`src/rtl/if_id_stage_pkg.sv`:
```
// Shared constants, IF/ID action encoding and address helper for the fetch stage.
package if_id_stage_pkg;

  localparam logic [31:0] NOP_INSTR        = 32'h0000_0000;
  localparam logic [31:0] PC_INC           = 32'h0000_0004;
  localparam logic [31:0] DEFAULT_RESET_PC = 32'h0000_0000;

  // What the IF/ID latch does at the next edge.
  typedef enum logic [1:0] {
    IFID_HOLD  = 2'd0,
    IFID_FLUSH = 2'd1,
    IFID_LOAD  = 2'd2
  } ifid_action_e;

  // Word-align a fetch address; instruction fetch never uses the low two bits.
  function automatic logic [31:0] align_addr(input logic [31:0] addr);
    return {addr[31:2], 2'b00};
  endfunction

endpackage

```
`src/rtl/if_id_stage_if_id_reg.sv`:
```
// IF/ID pipeline latch: holds, squashes to a bubble, or loads the fetched word.
module if_id_reg
  import if_id_stage_pkg::*;
(
  input  logic         i_clk,
  input  logic         i_rst,
  input  ifid_action_e i_action,
  input  logic [31:0]  i_instr,
  input  logic [31:0]  i_pc4,
  output logic [31:0]  o_instr,
  output logic [31:0]  o_pc4,
  output logic         o_valid
);

  logic [31:0] r_instr;
  logic [31:0] r_pc4;
  logic        r_valid;

  // Latch update: reset clears to a bubble, otherwise apply the requested action.
  always_ff @(posedge i_clk) begin
    if (i_rst) begin
      r_instr <= NOP_INSTR;
      r_pc4   <= 32'h0000_0000;
      r_valid <= 1'b0;
    end else begin
      case (i_action)
        IFID_HOLD: begin
          r_instr <= r_instr;
          r_pc4   <= r_pc4;
          r_valid <= r_valid;
        end
        IFID_FLUSH: begin
          r_instr <= NOP_INSTR;
          r_pc4   <= 32'h0000_0000;
          r_valid <= 1'b0;
        end
        IFID_LOAD: begin
          r_instr <= i_instr;
          r_pc4   <= i_pc4;
          r_valid <= 1'b1;
        end
        default: begin
          r_instr <= r_instr;
          r_pc4   <= r_pc4;
          r_valid <= r_valid;
        end
      endcase
    end
  end

  assign o_instr = r_instr;
  assign o_pc4   = r_pc4;
  assign o_valid = r_valid;

endmodule

```
`src/rtl/if_id_stage.sv`:
```
// Instruction fetch stage: PC register with stall/redirect priority, IF/ID latch
// and saturating stall/flush event counters. All outputs come straight from flops.
module if_id_stage
  import if_id_stage_pkg::*;
#(
  parameter logic [31:0] RESET_PC = DEFAULT_RESET_PC,
  parameter int          CNT_W    = 16
) (
  input  logic             clk_i,
  input  logic             rst_i,
  input  logic             start_i,
  input  logic             pc_stall_i,
  input  logic             stall_hold_i,
  input  logic             flush_i,
  input  logic             branch_i,
  input  logic [31:0]      branch_addr_i,
  input  logic             jump_i,
  input  logic [31:0]      jump_addr_i,
  input  logic [31:0]      instr_i,
  output logic [31:0]      pc_o,
  output logic [31:0]      if_id_instr_o,
  output logic [31:0]      if_id_pc4_o,
  output logic             if_id_valid_o,
  output logic [CNT_W-1:0] stall_cnt_o,
  output logic [CNT_W-1:0] flush_cnt_o
);

  localparam logic [CNT_W-1:0] CNT_MAX  = {CNT_W{1'b1}};
  localparam logic [CNT_W-1:0] CNT_ZERO = {CNT_W{1'b0}};
  localparam logic [CNT_W-1:0] CNT_ONE  = {{(CNT_W-1){1'b0}}, 1'b1};

  logic [31:0]      r_pc;
  logic [CNT_W-1:0] r_stall_cnt;
  logic [CNT_W-1:0] r_flush_cnt;

  logic [31:0]      w_pc_plus4;
  logic [31:0]      w_pc_next;
  ifid_action_e     w_action;
  logic             w_stall_event;
  logic             w_flush_event;

  // 32-bit add drops the carry, so 0xFFFF_FFFC wraps to 0.
  assign w_pc_plus4 = r_pc + PC_INC;

  // Next PC: hold on stall, otherwise jump beats branch beats sequential fetch.
  always_comb begin
    w_pc_next = r_pc;
    if (start_i) begin
      if (pc_stall_i) begin
        w_pc_next = r_pc;
      end else if (jump_i) begin
        w_pc_next = align_addr(jump_addr_i);
      end else if (branch_i) begin
        w_pc_next = align_addr(branch_addr_i);
      end else begin
        w_pc_next = w_pc_plus4;
      end
    end else begin
      w_pc_next = r_pc;
    end
  end

  // PC register; reset always restarts fetch at the (aligned) reset vector.
  always_ff @(posedge clk_i) begin
    if (rst_i) begin
      r_pc <= align_addr(RESET_PC);
    end else begin
      r_pc <= w_pc_next;
    end
  end

  // IF/ID action: hold beats flush beats load; frozen when not running.
  always_comb begin
    w_action = IFID_HOLD;
    if (start_i) begin
      if (stall_hold_i) begin
        w_action = IFID_HOLD;
      end else if (flush_i) begin
        w_action = IFID_FLUSH;
      end else begin
        w_action = IFID_LOAD;
      end
    end else begin
      w_action = IFID_HOLD;
    end
  end

  // A flush that loses to a stall is not applied, hence not counted.
  assign w_stall_event = start_i & stall_hold_i;
  assign w_flush_event = start_i & ~stall_hold_i & flush_i;

  // Stall counter, saturating at all-ones.
  always_ff @(posedge clk_i) begin
    if (rst_i) begin
      r_stall_cnt <= CNT_ZERO;
    end else if (w_stall_event && (r_stall_cnt != CNT_MAX)) begin
      r_stall_cnt <= r_stall_cnt + CNT_ONE;
    end else begin
      r_stall_cnt <= r_stall_cnt;
    end
  end

  // Flush counter, saturating at all-ones.
  always_ff @(posedge clk_i) begin
    if (rst_i) begin
      r_flush_cnt <= CNT_ZERO;
    end else if (w_flush_event && (r_flush_cnt != CNT_MAX)) begin
      r_flush_cnt <= r_flush_cnt + CNT_ONE;
    end else begin
      r_flush_cnt <= r_flush_cnt;
    end
  end

  if_id_reg u_if_id_reg (
    .i_clk    (clk_i),
    .i_rst    (rst_i),
    .i_action (w_action),
    .i_instr  (instr_i),
    .i_pc4    (w_pc_plus4),
    .o_instr  (if_id_instr_o),
    .o_pc4    (if_id_pc4_o),
    .o_valid  (if_id_valid_o)
  );

  assign pc_o        = r_pc;
  assign stall_cnt_o = r_stall_cnt;
  assign flush_cnt_o = r_flush_cnt;

endmodule

```
`config.mk`:
```
export PLATFORM = sky130hd
export DESIGN_NAME = if_id_stage
export DESIGN_NICKNAME = d
export VERILOG_FILES = /design/src/rtl/if_id_stage_pkg.sv /design/src/rtl/if_id_stage_if_id_reg.sv /design/src/rtl/if_id_stage.sv
export SDC_FILE = /design/constraint.sdc
export NUM_CORES = 1
export LEC_CHECK = 0
export ABC_AREA = 1
export CAP_MARGIN = 40
export CORE_UTILIZATION = 23
export DETAILED_ROUTE_END_ITERATION = 10
export HOLD_SLACK_MARGIN = 0.1
export PLACE_DENSITY = 0.6
export SKIP_CTS_REPAIR_TIMING = 1
export SLEW_MARGIN = 20
export SYNTH_ARGS = -nofsm -noshare
export SYNTH_HDL_FRONTEND = slang
export SYNTH_HIERARCHICAL = 1
export SYNTH_SLANG_ARGS = --single-unit
```
`constraint.sdc`:
```
create_clock -name clk_i -period 1.6 [get_ports clk_i]
set_input_delay 0.24 -clock clk_i [delete_from_list [all_inputs] [get_ports clk_i]]
set_output_delay 0.24 -clock clk_i [all_outputs]
set_load 0.01 [all_outputs]
```
==> impl_results.md, run 1 <==
* Run status: finished, violations left
* Failing checks: negative setup slack
* Pin count of the biggest net entering global routing at 89
* Fraction of synthesized area in multiplexers at 0
* Wire length of the first global-routing pass at 40.99 mm
* Worst endpoint data arrival time at 2000 ps
* Layout area overhead at 69.55%
* Area of the mapped netlist at 6837 sq um
* Main synth FF type: sky130_fd_sc_hd__dfxtp_1
* Total wire length at 28.47 mm
* Pins Over Slew Limit at 0
* Number of ports placed on the die boundary at 233
* Unrepaired setup endpoints after global routing: yes
* TritonCTS clock tree: yes
* Nets@finish at 1430
* Final Instance Area at 11590 sq um
* Worst EP required at 1960 ps
* Die area at 30420 sq um
* Core footprint at 28940 sq um
* Worst-case clock skew at 12.11 ps
* Die boundary width at 174.4 um
* Final routed wire length divided by cell count at 16.57 um
* Yosys warning total at 6
* Count of fill cells added during filler insertion at 2951
* Number of global-route vias before repair at 7433
* Worst Hold Class: primary input to flip-flop
* Share of synthesized flip-flops with an asynchronous set or reset at 0
* Sum of overflow across all layers after global routing at 0
* Post-synthesis sequential area ratio at 0.3719
* Total via count after detailed routing at 8038
* Vias per cell at 4.679
* ANT cells at 0
* Post-DP HPWL at 19.13 mm
* Final setup violation count at 2
* Initial cell density of the core at 0.2363
* Leakage at 5.713 nW
* Utilization of the core after routing at 0.4006
* Clock transition at path regs at 60 ps
* Type of destination of the critical path: flip-flop
* Root buf cell: sky130_fd_sc_hd__clkbuf_16
* Remaining design rule violation count at 0
* Drt pass-1 iters at 4
* Classification of the worst setup path: flip-flop to flip-flop
* Clock insertion delay at the later pin of the skew report at 430 ps
* Fraction of the mapped netlist area in simple logic gates at 0.3466
* # port buffers at 226
* Top Metal Used: met5
* Synth Area in Adders at 0.009151
* Final weighted congestion in routability-driven placement at 0.8752
* Gate count of the mapped netlist at 1012
* Number of max-capacitance violations reported at 0
* Final setup slack of the worst path at -37.26 ps
* Met2 layer wire length in the routed design at 13.29 mm
* Complex-gate fraction of the synthesized area at 0.1607
* Placed standard-cell area at 10100 sq um
* Total clock buffers created by CTS at 17
* Power per Cell Area at 788.8 nW/um^2
* Commonest cells in the synthesized netlist: sky130_fd_sc_hd__nand2_1 (244), sky130_fd_sc_hd__a21oi_1 (148), sky130_fd_sc_hd__dfxtp_1 (127)
* Antenna violation net count after detailed routing at 0
* Cell variety after synth at 40
* Most frequently used cell type in the post-synthesis netlist: sky130_fd_sc_hd__nand2_1
* Largest family of logic cells by synthesized area: simple AND/OR/NAND/NOR gates
* Number of enable-type register cells in the synthesized netlist at 0
* Number of sinks driven by the clock tree at 127
* Synth Register Bits at 127
* Post-Syn Area per Cell at 6.755 sq um
* Max Clock Freq at 610.8 MHz
* Number of hold violations in the final report at 0
* Initial antenna violation count at 3
* Met3 WL post-DR at 2.384 mm
* Fraction of synthesized cell area taken by the top area cell type at 0.3719
* Maximum root-to-sink buffer count at 2
* Worst-case vdd ir drop at 0.0006502 V
* Sequential cell area at 2584 sq um
* WL met1 at 12.46 mm
* Startpoint type of the worst setup path: flip-flop
* Xor/xnor share of the synthesized area at 0.02562
* Die extent in y at 174.4 um
* Post-route clock period utilization at 1.023
* Std-Cell Rows at 62
* Synth area leader: sky130_fd_sc_hd__dfxtp_1
* Max Fanout on Critical Path at 5
* Post-layout min period at 1637 ps
* 1st-iter DRT viols at 459
* H-tree Lvls at 4
* Overall routing resource usage at 0.1724
* Area of the multi-input gates at 4050 sq um
* Cell types occupying the most area after synthesis: sky130_fd_sc_hd__dfxtp_1 (37%), sky130_fd_sc_hd__nand2_1 (13%), sky130_fd_sc_hd__a21oi_1 (11%)
* Share of post-route cells with drive strength above 1 at 0.2136
-- registers in the layout, indices dropped and copies added, names as in the netlist --
| name | count |
|---|---|
| u_if_id_reg/o_valid | 1 |
| pc_o | 30 |
| stall_cnt_o | 16 |
| u_if_id_reg/o_instr | 32 |
| u_if_id_reg/o_pc4 | 32 |
| flush_cnt_o | 16 |
-- worst paths after layout --
kind	startpoint	to	slack, ps	depth (start not counted)
hold reg to reg	u_if_id_reg/o_instr[26]	u_if_id_reg/o_instr[26]	460	2
hold / removal	rst_i	flush_cnt_o[11]	140	4
setup / recovery	pc_o[3]	u_if_id_reg/o_pc4[12]	-40	8
setup reg to reg	pc_o[3]	u_if_id_reg/o_pc4[12]	-40	8
-- area by class of cell --
class                      instances  share of cell area
clock buffer                      17             0.03670
multi-input combinational        774              0.3494
timing repair buffer             344              0.3098
tap                              384             0.04145
sequential                       127              0.2229
inverter                          57             0.01954
clock inverter                    15             0.02019
-- critical path, stage by stage, from the launching register on --
cell and delay, ps:
sky130_fd_sc_hd__dfxtp_4 370, sky130_fd_sc_hd__ha_4 150, sky130_fd_sc_hd__nand2_4 50, sky130_fd_sc_hd__nor2_4 200, sky130_fd_sc_hd__nand3b_1 210, sky130_fd_sc_hd__or2_1 300
sky130_fd_sc_hd__nand2_2 90, sky130_fd_sc_hd__nand3_2 80, sky130_fd_sc_hd__a21oi_2 120
-- per-stage QoR --
stage / std cells / TNS (ps) / power (mW) / hold slack [ps] / worst slack [ps]
2_1_floorplan: 1015 / 0 / 3.934 / 319.3 / 34.13
3_3_place_gp: 1671 / -43970 / 4.628 / 442.1 / -550.5
3_5_place_dp: 1671 / -47110 / 4.635 / 448.0 / -591.1
4_1_cts: 1703 / -15420 / 9.114 / 133.5 / -215.3
5_1_grt: 1718 / -802.9 / 9.520 / 160.7 / -132.1
6_report: 1718 / -40.29 / 9.144 / 135.6 / -37.26
-- report_power, final --
group	total, mW	internal, mW	switching [mW]
registers	3.31	3.24	0.0725
clock network	4.43	2.79	1.64
logic	1.41	0.676	0.729
-- per-layer routing --
metal	up-vias	global-route usage
met5	-	0
met1	3755	0.2207
met4	6	0.03545
met2	280	0.2820
li1	3967	-
met3	30	0.05468
-- logic make-up (layout without fill, tap and decap cells) --
| logic type | count (synthesis) | after routing |
|---|---|---|
| xor gates and xnor gates | 20 | 20 |
| adders and majority gates | 5 | 5 |
| buffers and inverters | 115 | 433 |
| AOI/OAI and AO/OA | 213 | 213 |
| and+or+nand+nor | 531 | 532 |
| other | 1 | 4 |
| DFF | 127 | 127 |
-- cells in the final DEF (no fill, tap or decap), types with 7 or more instances in the layout --
cell / n
sky130_fd_sc_hd__nand3_2: 21
sky130_fd_sc_hd__dfxtp_1: 104
sky130_fd_sc_hd__nor2_2: 15
sky130_fd_sc_hd__xnor2_1: 7
sky130_fd_sc_hd__a21oi_2: 8
sky130_fd_sc_hd__dfxtp_2: 18
sky130_fd_sc_hd__nand2_1: 222
sky130_fd_sc_hd__nor2_4: 13
sky130_fd_sc_hd__nand2_2: 21
sky130_fd_sc_hd__nand3_1: 98
sky130_fd_sc_hd__xor2_1: 11
sky130_fd_sc_hd__buf_4: 99
sky130_fd_sc_hd__clkdlybuf4s50_1: 133
sky130_fd_sc_hd__nand4_1: 7
sky130_fd_sc_hd__o21ai_0: 42
sky130_fd_sc_hd__a21oi_1: 141
sky130_fd_sc_hd__dlymetal6s2s_1: 91
sky130_fd_sc_hd__clkbuf_16: 22
sky130_fd_sc_hd__buf_12: 9
sky130_fd_sc_hd__inv_1: 49
sky130_fd_sc_hd__o21ai_1: 13
sky130_fd_sc_hd__nand2_4: 8
sky130_fd_sc_hd__nor2_1: 103
sky130_fd_sc_hd__nor3_1: 10
Note: power is estimated with default switching activity, not from simulation.
==> run 2: changes to the inputs <==
Settings changed: ABC_AREA 1 to default.
==> run 2 against run 1 <==
The flow still finishes with violations (negative setup slack); clock-buffer cell count rose by 1; clock power shrank 11%; design area increased by 2.9%; synthesized cell count shrank 20%; flip-flop and latch count is the same; critical path depth is 1 lower.
==> impl_results.md, run 2 <==
* Run status: finished, violations left
* Failing checks: negative setup slack
* Pins Over Slew Limit at 0
* Commonest non-fill, non-tap cell in the layout: sky130_fd_sc_hd__clkdlybuf4s50_1
* Yosys warning total at 6
* Worst endpoint data arrival time at 2100 ps
* # port buffers at 226
* Most frequently used cell type in the post-synthesis netlist: sky130_fd_sc_hd__dfxtp_1
* Post-Route Setup TNS at -2263 ps
* Initial antenna violation count at 4
* Post-synthesis sequential area ratio at 0.3826
* TritonCTS clock tree: yes
* Post-route clock period utilization at 1.089
* Max stage delay on crit path at 360 ps
* Worst Hold Class: primary input to flip-flop
* Logic depth of the worst register-to-register path at 7
* Share of post-route cells with drive strength above 1 at 0.2687
* Final weighted congestion in routability-driven placement at 0.8955
* Sequential cell area at 2596 sq um
* Final setup violation count at 28
* Highest-count cells in the layout ignoring fill and taps: sky130_fd_sc_hd__clkdlybuf4s50_1 (142), sky130_fd_sc_hd__buf_4 (139), sky130_fd_sc_hd__nand2_1 (102), sky130_fd_sc_hd__dfxtp_1 (102), sky130_fd_sc_hd__a21oi_1 (86)
* Die extent in y at 172.0 um
* Final Instance Area at 11930 sq um
* Gate count of the mapped netlist at 810
* Master of the slowest instance on the critical path: sky130_fd_sc_hd__dfxtp_4
* Post-Syn Area per Cell at 8.204 sq um
* Remaining design rule violation count at 0
* Max Clock Freq at 574.1 MHz
* Root buf cell: sky130_fd_sc_hd__clkbuf_16
* Hold path depth at 3
* Max Fanout on Critical Path at 6
* Placed standard-cell area at 10450 sq um
* P_sw at 2.300 mW
* Startpoint of the lowest-slack register-to-register path: pc_o[8]
* Antenna violation net count after detailed routing at 0
* Vias per cell at 4.724
* H-tree Lvls at 4
* Synth area leader: sky130_fd_sc_hd__dfxtp_1
* Pin count of the biggest net entering global routing at 57
* Power per Cell Area at 717.8 nW/um^2
* Capture point of the worst reg-to-reg path: u_if_id_reg/o_pc4[22]
* Number of enable-type register cells in the synthesized netlist at 0
* Maximum root-to-sink buffer count at 2
* Total wire length at 26.00 mm
* Number of placed instances with taps included at 1507
* Die boundary width at 172.0 um
* Sum of overflow across all layers after global routing at 0
* Worst-case vdd ir drop at 0.0005208 V
* Internal power at 6.264 mW
* Final routed wire length divided by cell count at 16.69 um
* Area of the mapped netlist at 6645 sq um
* Clock transition at path regs at 70 ps
* Core footprint at 28090 sq um
* Final setup slack of the worst path at -142.0 ps
* Wire length of the first global-routing pass at 37.43 mm
* Post-layout min period at 1742 ps
* Overall routing resource usage at 0.1650
* Post-DP HPWL at 18.99 mm
* Worst-case clock skew at 10.59 ps
* Sequential cell fraction of total power at 0.384
* Number of ports placed on the die boundary at 233
* Classification of the worst setup path: flip-flop to flip-flop
* Area of the multi-input gates at 4309 sq um
* Clock power share at 0.459
* 1st-iter DRT viols at 379
* Startpoint type of the worst setup path: flip-flop
* Cells along the critical path: nand4_4, nor4_4, buf_6, and3_4, xor2_2, nand3b_1, a21oi_1
* Register-to-Register Setup Slack at -140 ps
* Layout area overhead at 79.55%
* Main synth FF type: sky130_fd_sc_hd__dfxtp_1
* Total via count after detailed routing at 7360
* Initial cell density of the core at 0.2366
* Synth Register Bits at 127
* Total clock buffers created by CTS at 17
* Number of global-route vias before repair at 6902
* Critical Path Sink: u_if_id_reg/o_pc4[22]
* Nets@finish at 1272
* Number of max-capacitance violations reported at 0
* Fin Hold WS at 278.3 ps
* Cell variety after synth at 71
* Drt pass-1 iters at 5
* Number of hold violations in the final report at 0
* Worst EP required at 1960 ps
* Count of fill cells added during filler insertion at 2763
* Commonest cells in the synthesized netlist: sky130_fd_sc_hd__dfxtp_1 (127), sky130_fd_sc_hd__nand2_1 (106), sky130_fd_sc_hd__a21oi_1 (96)
* Std-Cell Rows at 61
* Die area at 29580 sq um
* Number of sinks driven by the clock tree at 127
* Post-route insts no fill at 1558
* Leakage at 5.824 nW
* Unrepaired setup endpoints after global routing: yes
* Type of destination of the critical path: flip-flop
* Clock insertion delay at the later pin of the skew report at 420 ps
* Fraction of synthesized cell area taken by the top area cell type at 0.3826
* Share of synthesized flip-flops with an asynchronous set or reset at 0
* Proportion of total power due to net switching at 0.2685
* Cell types occupying the most area after synthesis: sky130_fd_sc_hd__dfxtp_1 (38%), sky130_fd_sc_hd__a21oi_1 (7.2%), sky130_fd_sc_hd__nand3b_1 (7.2%)
* Logic gate share of total power at 0.158
* Setup crit start: pc_o[8]
-- run 2: changes by cell type in the layout (fill, tap and decap cells not counted), sizes merged, moves of 45 or more --
cell and delta:
nand2 -145, nand3b +61, nor2 -65, inv -45, a21oi -53, nand3 -90
buf +51
-- run 2: area by class of cell --
cell class,instances,area share
Sequential cell,127,0.2176
Antenna cell,4,0.0008389
Clock buffer,18,0.03597
Timing Repair Buffer,392,0.3285
Multi-Input combinational cell,615,0.3612
Tap cell,378,0.03964
Inverter,10,0.003146
Clock inverter,14,0.01311
-- run 2: how the worst min path moves through the flow --
stage,start,end
global route,rst_i,u_if_id_reg/o_pc4[23]
CTS,rst_i,u_if_id_reg/o_pc4[25]
global placement,u_if_id_reg/o_pc4[30],u_if_id_reg/o_pc4[30]
floorplan,instr_i[26],u_if_id_reg/o_instr[26]
finish,rst_i,u_if_id_reg/o_pc4[23]
detailed placement,u_if_id_reg/o_instr[15],u_if_id_reg/o_instr[15]
-- run 2: per-layer routing --
metal,GRT usage,vias to the layer above,part of all wire
met3,0.06043,44,0.099
met1,0.1978,3435,0.42
met2,0.2628,260,0.46
met4,0.07311,4,0.025
li1,-,3617,-
met5,0,-,0.0010
-- run 2: worst max-delay path: cells and delay by family (launching register included) --
kind / cells / cell delay [ps]
AO/OA/AOI/OAI: 1 / 140
AND/OR/NAND/NOR: 4 / 840
buffers and inverters: 1 / 180
flip-flops: 1 / 360
XOR/XNOR: 1 / 170
-- run 2: logic make-up (layout without fill, tap and decap cells) --
family / Yosys count / count (layout) / share of synthesized area
adder cells (fa/ha/maj): 5 / 5 / 0.009414
flip-flops: 127 / 127 / 0.3826
AO/OA/AOI/OAI: 193 / 193 / 0.1825
AND/OR/NAND/NOR: 352 / 352 / 0.2885
XOR/XNOR: 48 / 48 / 0.06439
multiplexers: 13 / 13 / 0.01958
buffers and inverters: 71 / 434 / 0.05253
other: 1 / 8 / 0.0005643
-- run 2: through the flow --
| stage | total power [mW] | utilization | setup slack [ps] |
|---|---|---|---|
| after floorplan | 3.891 | - | -212.3 |
| after global routing | 8.899 | 0.4245 | -257.4 |
| final | 8.564 | 0.4248 | -142.0 |
| after global placement | 4.617 | 0.3720 | -403.3 |
| after detailed placement | 4.623 | 0.3720 | -438.7 |
| after CTS | 8.581 | 0.3928 | -240.5 |
-- run 2: power groups by stage --
| stage | Sequential [mW] | Combinational [mW] | Clock (mW) |
|---|---|---|---|
| final | 3.28 | 1.35 | 3.93 |
| after global routing | 3.29 | 1.45 | 4.16 |
| after CTS | 3.28 | 1.28 | 4.02 |
| after detailed placement | 3.35 | 1.27 | 0 |
| after global placement | 3.35 | 1.27 | 0 |
| after floorplan | 3.40 | 0.486 | 0 |
